File: config.mk
export PLATFORM = sky130hd
export DESIGN_NAME = vx_commit_sched
export DESIGN_NICKNAME = d
export VERILOG_FILES = /design/src/rtl/vx_commit_sched.sv
export SDC_FILE = /design/constraint.sdc
export NUM_CORES = 1
export LEC_CHECK = 0
export CORE_AREA = 2 2 128 130
export DETAILED_ROUTE_END_ITERATION = 6
export DIE_AREA = 0 0 130 132
export PLACE_DENSITY_LB_ADDON = 0.08
export SETUP_SLACK_MARGIN = 0.15
export SYNTH_ARGS = -nofsm -noshare
export SYNTH_HDL_FRONTEND = slang
export SYNTH_SLANG_ARGS = --single-unit
File: constraint.sdc
create_clock -name clk -period 2.32 [get_ports clk]
set_input_delay 0.232 -clock clk [delete_from_list [all_inputs] [get_ports clk]]
set_output_delay 0.232 -clock clk [all_outputs]
set_load 0.02 [all_outputs]
File: src/rtl/vx_commit_sched.sv
// rtl/vx_commit_sched.sv - round-robin, packet-atomic commit scheduler with a registered output
// Optional stall/conflict counters: define VX_COMMIT_SCHED_PERF_EN.
module vx_commit_sched #(
  parameter int NUM_REQS      = 4,
  parameter int DATAW         = 64,
  parameter int PERF_CTR_BITS = 44,
  localparam int SELW         = (NUM_REQS > 1) ? $clog2(NUM_REQS) : 1
) (
  input  logic                      clk,
  input  logic                      reset,
`ifdef VX_COMMIT_SCHED_PERF_EN
  output logic [PERF_CTR_BITS-1:0]  perf_stalls,
  output logic [PERF_CTR_BITS-1:0]  perf_conflicts,
`endif
  input  logic [NUM_REQS-1:0]       req_valid,
  input  logic [NUM_REQS*DATAW-1:0] req_data,
  output logic [NUM_REQS-1:0]       req_ready,
  output logic                      out_valid,
  output logic [DATAW-1:0]          out_data,
  input  logic                      out_ready,
  output logic [SELW-1:0]           out_sel
);

  typedef enum logic {ST_IDLE, ST_LOCKED} state_e;

  if (NUM_REQS < 1 || DATAW < 2 || PERF_CTR_BITS < 1) begin : g_bad_cfg
    $error("vx_commit_sched: invalid parameter set");
  end

  state_e           state_q, state_d;
  logic [SELW-1:0]  lock_idx_q, lock_idx_d;
  logic [SELW-1:0]  rr_ptr_q, rr_ptr_d;
  logic [SELW-1:0]  out_sel_q, out_sel_d;
  logic             out_valid_q, out_valid_d;
  logic [DATAW-1:0] out_data_q, out_data_d;

  logic             grant_valid;
  logic [SELW-1:0]  grant_idx;
  logic [SELW:0]    scan_idx;
  logic [DATAW-1:0] grant_data;
  logic             en;
  logic             fire;

  function automatic logic [SELW-1:0] next_idx(input logic [SELW-1:0] idx);
    return (idx == SELW'(NUM_REQS - 1)) ? '0 : idx + 1'b1;
  endfunction

  // Round-robin scan starts at rr_ptr; a held lock overrides it entirely.
  always_comb begin
    grant_valid = 1'b0;
    grant_idx   = '0;
    scan_idx    = '0;
    if (state_q == ST_LOCKED) begin
      grant_valid = req_valid[lock_idx_q];
      grant_idx   = lock_idx_q;
    end else begin
      for (int k = 0; k < NUM_REQS; k++) begin
        scan_idx = {1'b0, rr_ptr_q} + (SELW+1)'(k);
        if (scan_idx >= (SELW+1)'(NUM_REQS)) begin
          scan_idx = scan_idx - (SELW+1)'(NUM_REQS);
        end
        if (!grant_valid && req_valid[scan_idx[SELW-1:0]]) begin
          grant_valid = 1'b1;
          grant_idx   = scan_idx[SELW-1:0];
        end
      end
    end
  end

  assign en         = (!out_valid_q || out_ready) && !reset;
  assign fire       = en && grant_valid;
  assign grant_data = req_data[int'(grant_idx)*DATAW +: DATAW];

  always_comb begin
    req_ready            = '0;
    req_ready[grant_idx] = fire;
  end

  always_comb begin
    state_d     = state_q;
    lock_idx_d  = lock_idx_q;
    rr_ptr_d    = rr_ptr_q;
    out_valid_d = out_valid_q;
    out_data_d  = out_data_q;
    out_sel_d   = out_sel_q;
    if (fire) begin
      out_valid_d = 1'b1;
      out_data_d  = grant_data;
      out_sel_d   = grant_idx;
      // A headless beat in IDLE (sop=0, eop=0) is treated as a lock start.
      if (state_q == ST_IDLE) begin
        if (grant_data[0]) begin
          rr_ptr_d = next_idx(grant_idx);
        end else begin
          state_d    = ST_LOCKED;
          lock_idx_d = grant_idx;
        end
      end else if (grant_data[0]) begin
        state_d  = ST_IDLE;
        rr_ptr_d = next_idx(lock_idx_q);
      end
    end else if (en) begin
      out_valid_d = 1'b0;
    end
  end

  always_ff @(posedge clk) begin
    if (reset) begin
      state_q     <= ST_IDLE;
      lock_idx_q  <= '0;
      rr_ptr_q    <= '0;
      out_valid_q <= 1'b0;
      out_data_q  <= '0;
      out_sel_q   <= '0;
    end else begin
      state_q     <= state_d;
      lock_idx_q  <= lock_idx_d;
      rr_ptr_q    <= rr_ptr_d;
      out_valid_q <= out_valid_d;
      out_data_q  <= out_data_d;
      out_sel_q   <= out_sel_d;
    end
  end

  assign out_valid = out_valid_q;
  assign out_data  = out_data_q;
  assign out_sel   = out_sel_q;

`ifdef VX_COMMIT_SCHED_PERF_EN
  logic [PERF_CTR_BITS-1:0] perf_stalls_q, perf_stalls_d;
  logic [PERF_CTR_BITS-1:0] perf_conflicts_q, perf_conflicts_d;

  always_comb begin
    perf_stalls_d    = perf_stalls_q;
    perf_conflicts_d = perf_conflicts_q;
    if ((|req_valid) && !fire && (perf_stalls_q != '1)) begin
      perf_stalls_d = perf_stalls_q + 1'b1;
    end
    if (($countones(req_valid) >= 2) && fire && (perf_conflicts_q != '1)) begin
      perf_conflicts_d = perf_conflicts_q + 1'b1;
    end
  end

  always_ff @(posedge clk) begin
    if (reset) begin
      perf_stalls_q    <= '0;
      perf_conflicts_q <= '0;
    end else begin
      perf_stalls_q    <= perf_stalls_d;
      perf_conflicts_q <= perf_conflicts_d;
    end
  end

  assign perf_stalls    = perf_stalls_q;
  assign perf_conflicts = perf_conflicts_q;
`endif

`ifndef SYNTHESIS
  a_no_headless_beat: assert property (@(posedge clk) disable iff (reset)
    (fire && state_q == ST_IDLE) |-> (grant_data[1] || grant_data[0]));
`endif

endmodule
==> impl_metrics.env, run 1 <==
export IMPL_outcome="finished, final reports clean"
export IMPL_clockRootBuffer="clkbuf_16"
export IMPL_power_total_mw=11.5
export IMPL_hold_depth=2
export IMPL_ys_types=42
export IMPL_worstPathMaxFanout=5
export IMPL_slowest_delay_ns=0.37
export IMPL_end_kind="output port"
export IMPL_ys_ff_latch=72
export IMPL_grt_pass1_wl_um=30900
export IMPL_io_buffers=333
export IMPL_path_cells="buf_6 > buf_4 > a211o_1 > nand3_4 > inv_4 > ha_4 > and3_4 > buf_6"
export IMPL_grt_total_usage_pct=23.1
export IMPL_synth_area_sq_um=4530
export IMPL_setup_viol=0
export IMPL_drtIter0Drc=326
export IMPL_relSlewSlack_pct=75.1
export IMPL_rows=46
export IMPL_cts_inserted_buffers=9
export IMPL_reg2reg_depth=10
export IMPL_whs_ns=0.453
export IMPL_die_height_um=132
export IMPL_r2r_slack_ns=0.18
export IMPL_ys_dominant_reg_cell="dfxtp_1"
export IMPL_synth_top_area_share_pct=31.8
export IMPL_crit_top_cell="buf_6"
export IMPL_fin_crit_ns=2.20
export IMPL_worstHoldPathType="reg2reg"
export IMPL_n_fill_cell=1468
export IMPL_post_route_util_pct=57.1
export IMPL_antenna_found_initial=0
export IMPL_m1WireLength_um=8190
export IMPL_yosysWarningCount=0
export IMPL_hold_start="out_data[0]"
export IMPL_hold_viol_final=0
export IMPL_highest_layer="met4"
export IMPL_core_area_sq_um=15700
export IMPL_vias_per_cell=4.96
export IMPL_syn_instance_count=648
export IMPL_cts_tree="done"
export IMPL_post_route_drc_count=0
export IMPL_clock_latency_ns=0.33
export IMPL_grt_pass1_vias=5613
export IMPL_peakVddDrop_mv=0.581
export IMPL_timing_rr_start="rr_ptr_q[1]"
export IMPL_cp_start_kind="flip-flop"
export IMPL_arrival_ns=1.97
export IMPL_ioPinCount=334
export IMPL_synth_commonest_cells="nand2_1, nand3_1, dfxtp_1"
export IMPL_fin_nets=1259
export IMPL_die_area_sq_um=17200
export IMPL_crit_buf_inv=4
export IMPL_clock_skew_ns=0.00483
export IMPL_dr_wl_met2_um=10800
export IMPL_regArea_sq_um=1450
export IMPL_synth_avg_cell_area_sq_um=7.00
export IMPL_die_width_um=130
export IMPL_cts_sinks=72
export IMPL_tightest_slew_ns=0.373
export IMPL_cellPowerDensity_nw_per_um2=1280
export IMPL_syn2layout_area_growth_pct=98.0
export IMPL_drive_above_1_share_pct=10.2
export IMPL_synth_top_cell_by_area="dfxtp_1"
export IMPL_cpMaxStageDelayCell="dfxtp_4"
export IMPL_cp_data_required_time_ns=2.09
export IMPL_rsz0062_at_grt="yes"
export IMPL_timing_rr_end="out_data[28]"
export IMPL_synth_fp_nets=916
export IMPL_cts_max_level=3
export IMPL_drv_cap=0
export IMPL_async_flop_share_pct=0
export IMPL_crit_type="reg2out"
export IMPL_synth_edf_count=0
export IMPL_place_gp_congestion=0.794
export IMPL_leakage_nw=3.61
export IMPL_yosys_cell_count_top_type="nand2_1"
export IMPL_drtAntennaViolNets=0
export IMPL_dpl_hpwl_um=15000
export IMPL_wl_met3_um=1860
export IMPL_drt_wl_total_um=21400
export IMPL_overflow=0
export IMPL_fin_crit_sh_pct=94.8
export IMPL_hold_end="out_data[0]"
export IMPL_setup_tns_final_ns=0
export IMPL_cpLargestDelayFamily="buffers and inverters"
export IMPL_slew_violations=0
export IMPL_yosysSeqAreaShare_pct=31.8
export IMPL_fmax_ghz=0.454
export IMPL_multi_input_area_sq_um=2910
export IMPL_cts_max_path_buffers=2
export IMPL_n_antenna_cell=0
export IMPL_wl_per_cell_um=17.7
export IMPL_synthTopCellsByArea="dfxtp_1, nand2_1, nand3_1"
export IMPL_start_util_pct=28.9
export IMPL_vias=5997
export IMPL_grt_max_degree=49
export IMPL_clkSlewWorstSetupHoldPaths_ns=0.05
export IMPL_first_pass_iters=4
where the power goes:
part           switching (mW)  internal [mW]  leakage [nW]
clock network           0.510          0.763         0.130
logic                    4.22           3.72          2.88
registers               0.369           1.87         0.597
worst max path at each step:
| stage | from | end | slack [ns] | cells past startpoint |
|---|---|---|---|---|
| 6_report | rr_ptr_q[1] | req_ready[3] | 0.12 | 8 |
| 5_1_grt | rr_ptr_q[1] | req_ready[3] | 0.05 | 8 |
| 4_1_cts | rr_ptr_q[1] | req_ready[3] | 0.07 | 8 |
| 3_5_place_dp | req_valid[2] | req_ready[3] | -0.35 | 8 |
| 3_3_place_gp | req_valid[2] | req_ready[1] | -0.34 | 8 |
| 2_1_floorplan | rr_ptr_q[1] | rr_ptr_q[1] | 0.24 | 11 |
metrics by stage:
step	setup WS (ns)	area [sq um]	std cells
floorplan	0.238	4530	648
global placement	-0.335	8270	1182
detailed placement	-0.349	8270	1182
CTS	0.0739	8700	1203
global route	0.0512	8980	1209
finish	0.120	8980	1209
cell usage in the layout (no fill, tap or decap), types with 5 or more instances in the layout:
cell type        instances
mux2i_1                  7
clkbuf_16               14
dfxtp_1                 70
and3_4                   5
buf_12                  11
a32o_1                  63
nand3_1                126
buf_6                   12
clkdlybuf4s50_1        326
buf_4                   31
nand2_1                257
state kept, by name (all words and copies together), names as in the netlist:
register    count
out_data       64
lock_idx_q      2
out_sel         2
rr_ptr_q        2
out_valid       1
state_q         1
worst reg2reg max path, stage by stage (launching register included):
cell	delay, ns
dfxtp_4	0.40
buf_6	0.13
mux2i_1	0.17
nand4b_1	0.10
a211o_1	0.33
and3_4	0.18
buf_4	0.18
nor2_4	0.15
buf_12	0.16
clkbuf_16	0.17
a32o_1	0.12
layout make-up:
class | instances | area share [%]
multi-input combinational | 512 | 32.5
clock buffer | 12 | 2.86
timing repair buffer | 390 | 45.2
sequential | 72 | 16.1
clock inverter | 1 | 0.0558
inverter | 6 | 0.307
tap | 216 | 3.01
repair_timing:
| action | 4_1_cts | 5_1_grt |
|---|---|---|
| cloned | 1 | 5 |
| setup buffers | 7 | 1 |
| pin swaps | 4 | 13 |
| resized for setup | 50 | 24 |
| hold endpoints to repair | 0 | 0 |
| hold buffers | 0 | 0 |
| endpoints found under the setup margin | 70 | 68 |
kinds of logic after synthesis:
group	Yosys count	share of synthesized area, %
simple gates	414	39.5
compound gates	83	17.5
fa+ha+maj	5	1.38
buf+inv	64	7.31
mux	10	2.51
flops	72	31.8
metal layers:
layer  up-vias  track usage (%)
li1       2975                -
met1      2728             25.9
met2       265             41.0
met3        29             6.66
met4         0             8.42
met5         -                0
Note: power is estimated with default switching activity, not from simulation.
==> run 2, diff against run 1 <==
--- a/config.mk
+++ b/config.mk
@@ -9,6 +9,7 @@
 export DETAILED_ROUTE_END_ITERATION = 6
 export DIE_AREA = 0 0 130 132
 export PLACE_DENSITY_LB_ADDON = 0.08
+export REMOVE_ABC_BUFFERS = 1
 export SETUP_SLACK_MARGIN = 0.15
 export SYNTH_ARGS = -nofsm -noshare
 export SYNTH_HDL_FRONTEND = slang
==> impl_metrics.env, run 2 (synthesis gave the netlist of run 1 again) <==
export IMPL_outcome="finished, final reports clean"
export IMPL_dpl_cell_count=1181
export IMPL_start_util_pct=28.9
export IMPL_clockRootBuffer="clkbuf_16"
export IMPL_fin_cells=1205
export IMPL_n_fill_cell=1513
export IMPL_core_area_sq_um=15700
export IMPL_syn2layout_area_growth_pct=95.1
export IMPL_die_width_um=130
export IMPL_clkSlewWorstSetupHoldPaths_ns=0.06
export IMPL_cpMaxStageDelayCell="dfxtp_4"
export IMPL_cts_max_level=3
export IMPL_fmax_ghz=0.450
export IMPL_drive_above_1_share_pct=9.71
export IMPL_cp_data_required_time_ns=2.09
export IMPL_worstPathMaxFanout=4
export IMPL_drt_wl_total_um=20400
export IMPL_crit_top_cell="buf_6"
export IMPL_regArea_sq_um=1450
export IMPL_clock_latency_ns=0.34
export IMPL_die_height_um=132
export IMPL_vias=5888
export IMPL_grt_max_degree=82
export IMPL_overflow=0
export IMPL_multi_input_area_sq_um=2900
export IMPL_cts_sinks=72
export IMPL_worstHoldPathType="reg2reg"
export IMPL_wl_per_cell_um=16.9
export IMPL_layout_common_cells="clkdlybuf4s50_1, nand2_1, nand3_1, dfxtp_1, a32o_1"
export IMPL_cellPowerDensity_nw_per_um2=1260
export IMPL_crit_buf_inv=3
export IMPL_slowest_delay_ns=0.36
export IMPL_fin_crit_ns=2.22
export IMPL_arrival_ns=1.99
export IMPL_clock_skew_ns=0.00717
export IMPL_place_gp_congestion=0.838
export IMPL_crit_type="reg2out"
export IMPL_cts_max_path_buffers=2
export IMPL_end_kind="output port"
export IMPL_leakage_nw=3.56
export IMPL_rsz0062_at_grt="yes"
export IMPL_path_cells="buf_6 > or3b_1 > o221ai_2 > o21a_2 > buf_6 > ha_4 > and3_4 > buf_6"
export IMPL_fin_nets=1252
export IMPL_cts_inserted_buffers=9
export IMPL_die_area_sq_um=17200
export IMPL_cpLargestDelayFamily="simple AND/OR/NAND/NOR gates"
export IMPL_slew_violations=0
export IMPL_setup_viol=0
export IMPL_grt_pass1_vias=5632
export IMPL_io_buffers=333
export IMPL_drv_cap=0
export IMPL_drtIter0Drc=279
export IMPL_cts_tree="done"
export IMPL_rows=46
export IMPL_tightest_slew_ns=0.443
export IMPL_whs_ns=0.463
export IMPL_layout_commonest_cell="clkdlybuf4s50_1"
export IMPL_peakVddDrop_mv=0.665
export IMPL_drtAntennaViolNets=0
export IMPL_fin_crit_sh_pct=95.8
export IMPL_largest_reg_flops=64
export IMPL_dpl_hpwl_um=14900
export IMPL_vias_per_cell=4.89
export IMPL_first_pass_iters=5
export IMPL_hold_viol_final=0
export IMPL_relSlewSlack_pct=69.7
export IMPL_ioPinCount=334
export IMPL_antenna_found_initial=0
export IMPL_post_route_drc_count=0
export IMPL_grt_total_usage_pct=22.7
export IMPL_grt_pass1_wl_um=30400
export IMPL_n_antenna_cell=0
export IMPL_cp_start_kind="flip-flop"
-- run 2: final timing paths --
check                     from  slack [ns]  depth (start not counted)             to
setup / recovery   rr_ptr_q[1]         0.1                          8   req_ready[0]
setup reg to reg   rr_ptr_q[1]        0.13                          9  lock_idx_q[0]
hold reg to reg   out_data[22]        0.46                          1   out_data[22]
hold / removal    out_data[22]        0.46                          1   out_data[22]
-- run 2: layout make-up --
| type | count | area share [%] |
|---|---|---|
| Inverter | 6 | 0.311 |
| Multi-Input combinational cell | 512 | 32.8 |
| Sequential cell | 72 | 16.3 |
| Tap cell | 216 | 3.05 |
| Clock buffer | 14 | 3.10 |
| Clock inverter | 2 | 0.141 |
| Timing Repair Buffer | 383 | 44.3 |
-- run 2: per-stage QoR --
| stage | worst slack, ns | area, sq um | TNS (ns) | util, % | total power, mW |
|---|---|---|---|---|---|
| floorplan | -2.37 | 4230 | -136.66 | - | 6.08 |
| global placement | -0.382 | 8270 | -16.09 | 52.7 | 9.42 |
| detailed placement | -0.460 | 8270 | -19.24 | 52.7 | 9.45 |
| CTS | 0.0780 | 8700 | 0 | 55.4 | 11.1 |
| global route | 0.0249 | 8850 | 0 | 56.3 | 12.0 |
| finish | 0.0976 | 8850 | 0 | 56.3 | 11.1 |
-- run 2: what timing repair did --
item | in CTS | in global routing
buffers inserted | 5 | 2
endpoints found under the setup margin | 72 | 73
gates resized for setup | 52 | 19
cloned | 0 | 1
hold buffers | 0 | 0
pin swaps | 4 | 6
-- run 2: layer usage --
layer,global-route usage (%),vias to the layer above,share of wire (%)
met5,0,-,0
met2,38.9,240,49
met3,6.90,27,9.2
met1,26.6,2665,40
li1,-,2956,-
met4,7.59,0,2.2
-- run 2: power breakdown --
part / internal, mW / switching [mW]
clock: 0.811 / 0.541
combinational: 3.52 / 4.05
sequential: 1.87 / 0.350
==> run 3, diff against run 2 <==
--- a/config.mk
+++ b/config.mk
@@ -5,9 +5,11 @@
 export SDC_FILE = /design/constraint.sdc
 export NUM_CORES = 1
 export LEC_CHECK = 0
+export ABC_CLOCK_PERIOD_IN_PS = 2320
 export CORE_AREA = 2 2 128 130
 export DETAILED_ROUTE_END_ITERATION = 6
 export DIE_AREA = 0 0 130 132
+export MAX_ROUTING_LAYER = met4
 export PLACE_DENSITY_LB_ADDON = 0.08
 export REMOVE_ABC_BUFFERS = 1
 export SETUP_SLACK_MARGIN = 0.15
==> impl_metrics.env, run 3 (synthesis gave the netlist of run 1 again) <==
export IMPL_cts_tree="done"
export IMPL_io_buffers=333
export IMPL_cp_data_required_time_ns=2.09
export IMPL_rsz0062_at_grt="yes"
export IMPL_cts_hold_buf=0
export IMPL_cpLargestDelayFamily="simple AND/OR/NAND/NOR gates"
export IMPL_clkSlewWorstSetupHoldPaths_ns=0.06
export IMPL_timing_rr_end="lock_idx_q[0]"
export IMPL_grt_pass1_vias=5656
export IMPL_crit_top_cell="buf_6"
export IMPL_arrival_ns=2.00
export IMPL_drive_above_1_share_pct=10.2
export IMPL_grt_total_usage_pct=23.3
export IMPL_die_area_sq_um=17200
export IMPL_n_antenna_cell=0
export IMPL_clock_latency_ns=0.34
export IMPL_core_area_sq_um=15700
export IMPL_cts_inserted_buffers=9
export IMPL_reg2reg_depth=9
export IMPL_leakage_nw=3.61
export IMPL_outcome="finished, final reports clean"
export IMPL_fin_crit_sh_pct=96.0
export IMPL_ioPinCount=334
export IMPL_cpMaxStageDelayCell="dfxtp_4"
export IMPL_timing_rr_start="rr_ptr_q[1]"
export IMPL_largest_reg_flops=64
export IMPL_vias=5935
export IMPL_layout_common_cells="clkdlybuf4s50_1, nand2_1, nand3_1, dfxtp_1, a32o_1"
export IMPL_vias_per_cell=4.90
export IMPL_r2r_slack_ns=0.14
export IMPL_overflow=0
export IMPL_worstHoldPathType="reg2reg"
export IMPL_cts_sinks=72
export IMPL_drv_cap=0
export IMPL_grt_max_degree=82
export IMPL_syn2layout_area_growth_pct=98.1
export IMPL_first_pass_iters=4
export IMPL_dpl_cell_count=1181
export IMPL_hold_viol_final=0
export IMPL_post_route_drc_count=0
export IMPL_relSlewSlack_pct=70.5
export IMPL_drt_wl_total_um=20900
export IMPL_layout_commonest_cell="clkdlybuf4s50_1"
export IMPL_cp_start_kind="flip-flop"
export IMPL_pre_cts_ws_ns=-0.460
export IMPL_grt_pass1_wl_um=30300
export IMPL_power_total_mw=11.3
export IMPL_die_width_um=130
export IMPL_hold_start="out_data[19]"
export IMPL_drtAntennaViolNets=0
export IMPL_end_kind="output port"
export IMPL_post_route_util_pct=57.2
export IMPL_path_cells="buf_6 > or3b_1 > o221ai_2 > o21a_2 > inv_4 > ha_4 > and3_4 > buf_6"
export IMPL_wl_per_cell_um=17.3
export IMPL_setup_viol=0
export IMPL_clock_skew_ns=0.0100
export IMPL_fin_crit_ns=2.23
export IMPL_worstPathMaxFanout=4
export IMPL_peakVddDrop_mv=0.697
export IMPL_start_util_pct=28.9
export IMPL_crit_buf_inv=3
export IMPL_cts_max_path_buffers=2
export IMPL_hold_end="out_data[19]"
export IMPL_place_gp_congestion=0.853
export IMPL_crit_type="reg2out"
export IMPL_slowest_delay_ns=0.37
export IMPL_fin_cells=1211
export IMPL_antenna_found_initial=0
export IMPL_tightest_slew_ns=0.431
export IMPL_rows=46
export IMPL_hold_depth=1
export IMPL_drtIter0Drc=315
export IMPL_slew_violations=0
export IMPL_dpl_hpwl_um=14900
export IMPL_fmax_ghz=0.449
export IMPL_clockRootBuffer="clkbuf_16"
export IMPL_fin_ws_ns=0.0919
export IMPL_fin_nets=1258
export IMPL_cts_max_level=3
export IMPL_die_height_um=132
export IMPL_cellPowerDensity_nw_per_um2=1260
export IMPL_setup_tns_final_ns=0
==> run 3: cell types whose count changed in the layout (fill, tap and decap cells not counted) <==
cell       change
buf_4          -3
clkbuf_16      +3
buf_8          +2
nand2_4        -1
nor3_2         -1
buf_6          +3
nand2_2        +1
nor3_1         +1
mux2i_4        +1
mux2i_2        -1
buf_12         +1
==> run 3: repair_timing <==
action,in CTS,in global routing
endpoints found under the setup margin,72,73
setup buffers,5,3
resized for setup,52,26
pin swaps,4,7
gates cloned,0,6
==> run 3: power breakdown <==
group	switching, mW	internal (mW)
registers	0.355	1.87
clock network	0.546	0.812
logic	4.12	3.63
total	5.02	6.32
==> run 3: how the worst max path moves through the flow <==
stage | start | cells after the start | slack, ns | end
final | rr_ptr_q[1] | 8 | 0.09 | req_ready[1]
after global routing | rr_ptr_q[1] | 8 | 0.02 | req_ready[0]
after CTS | rr_ptr_q[1] | 8 | 0.08 | req_ready[3]
after detailed placement | req_valid[2] | 9 | -0.46 | lock_idx_q[0]
after global placement | req_valid[2] | 9 | -0.38 | lock_idx_q[0]
after floorplan | rr_ptr_q[0] | 7 | -2.37 | lock_idx_q[0]
==> run 3: stage by stage <==
| stage | area (sq um) | hold WS, ns |
|---|---|---|
| after floorplan | 4230 | 0.301 |
| after global placement | 8270 | 0.445 |
| after detailed placement | 8270 | 0.453 |
| after CTS | 8700 | 0.465 |
| after global routing | 8980 | 0.476 |
| final | 8980 | 0.463 |
==> run 3: final cells by class <==
| type | count | area [sq um] |
|---|---|---|
| sequential | 72 | 1450 |
| clock buffer | 14 | 274 |
| clock inverter | 2 | 12.5 |
| timing repair buffer | 389 | 4050 |
| multi-input combinational | 512 | 2900 |
| fill | 1498 | 6730 |
| tap | 216 | 270 |
| inverter | 6 | 27.5 |
==> run 3: routing by layer <==
| layer | vias up | routed length [um] | GRT usage, % |
|---|---|---|---|
| li1 | 2967 | - | - |
| met1 | 2695 | 8710 | 26.9 |
| met2 | 240 | 9930 | 39.0 |
| met3 | 33 | 1700 | 6.13 |
| met4 | 0 | 554 | 7.59 |
| met5 | - | 0 | - |
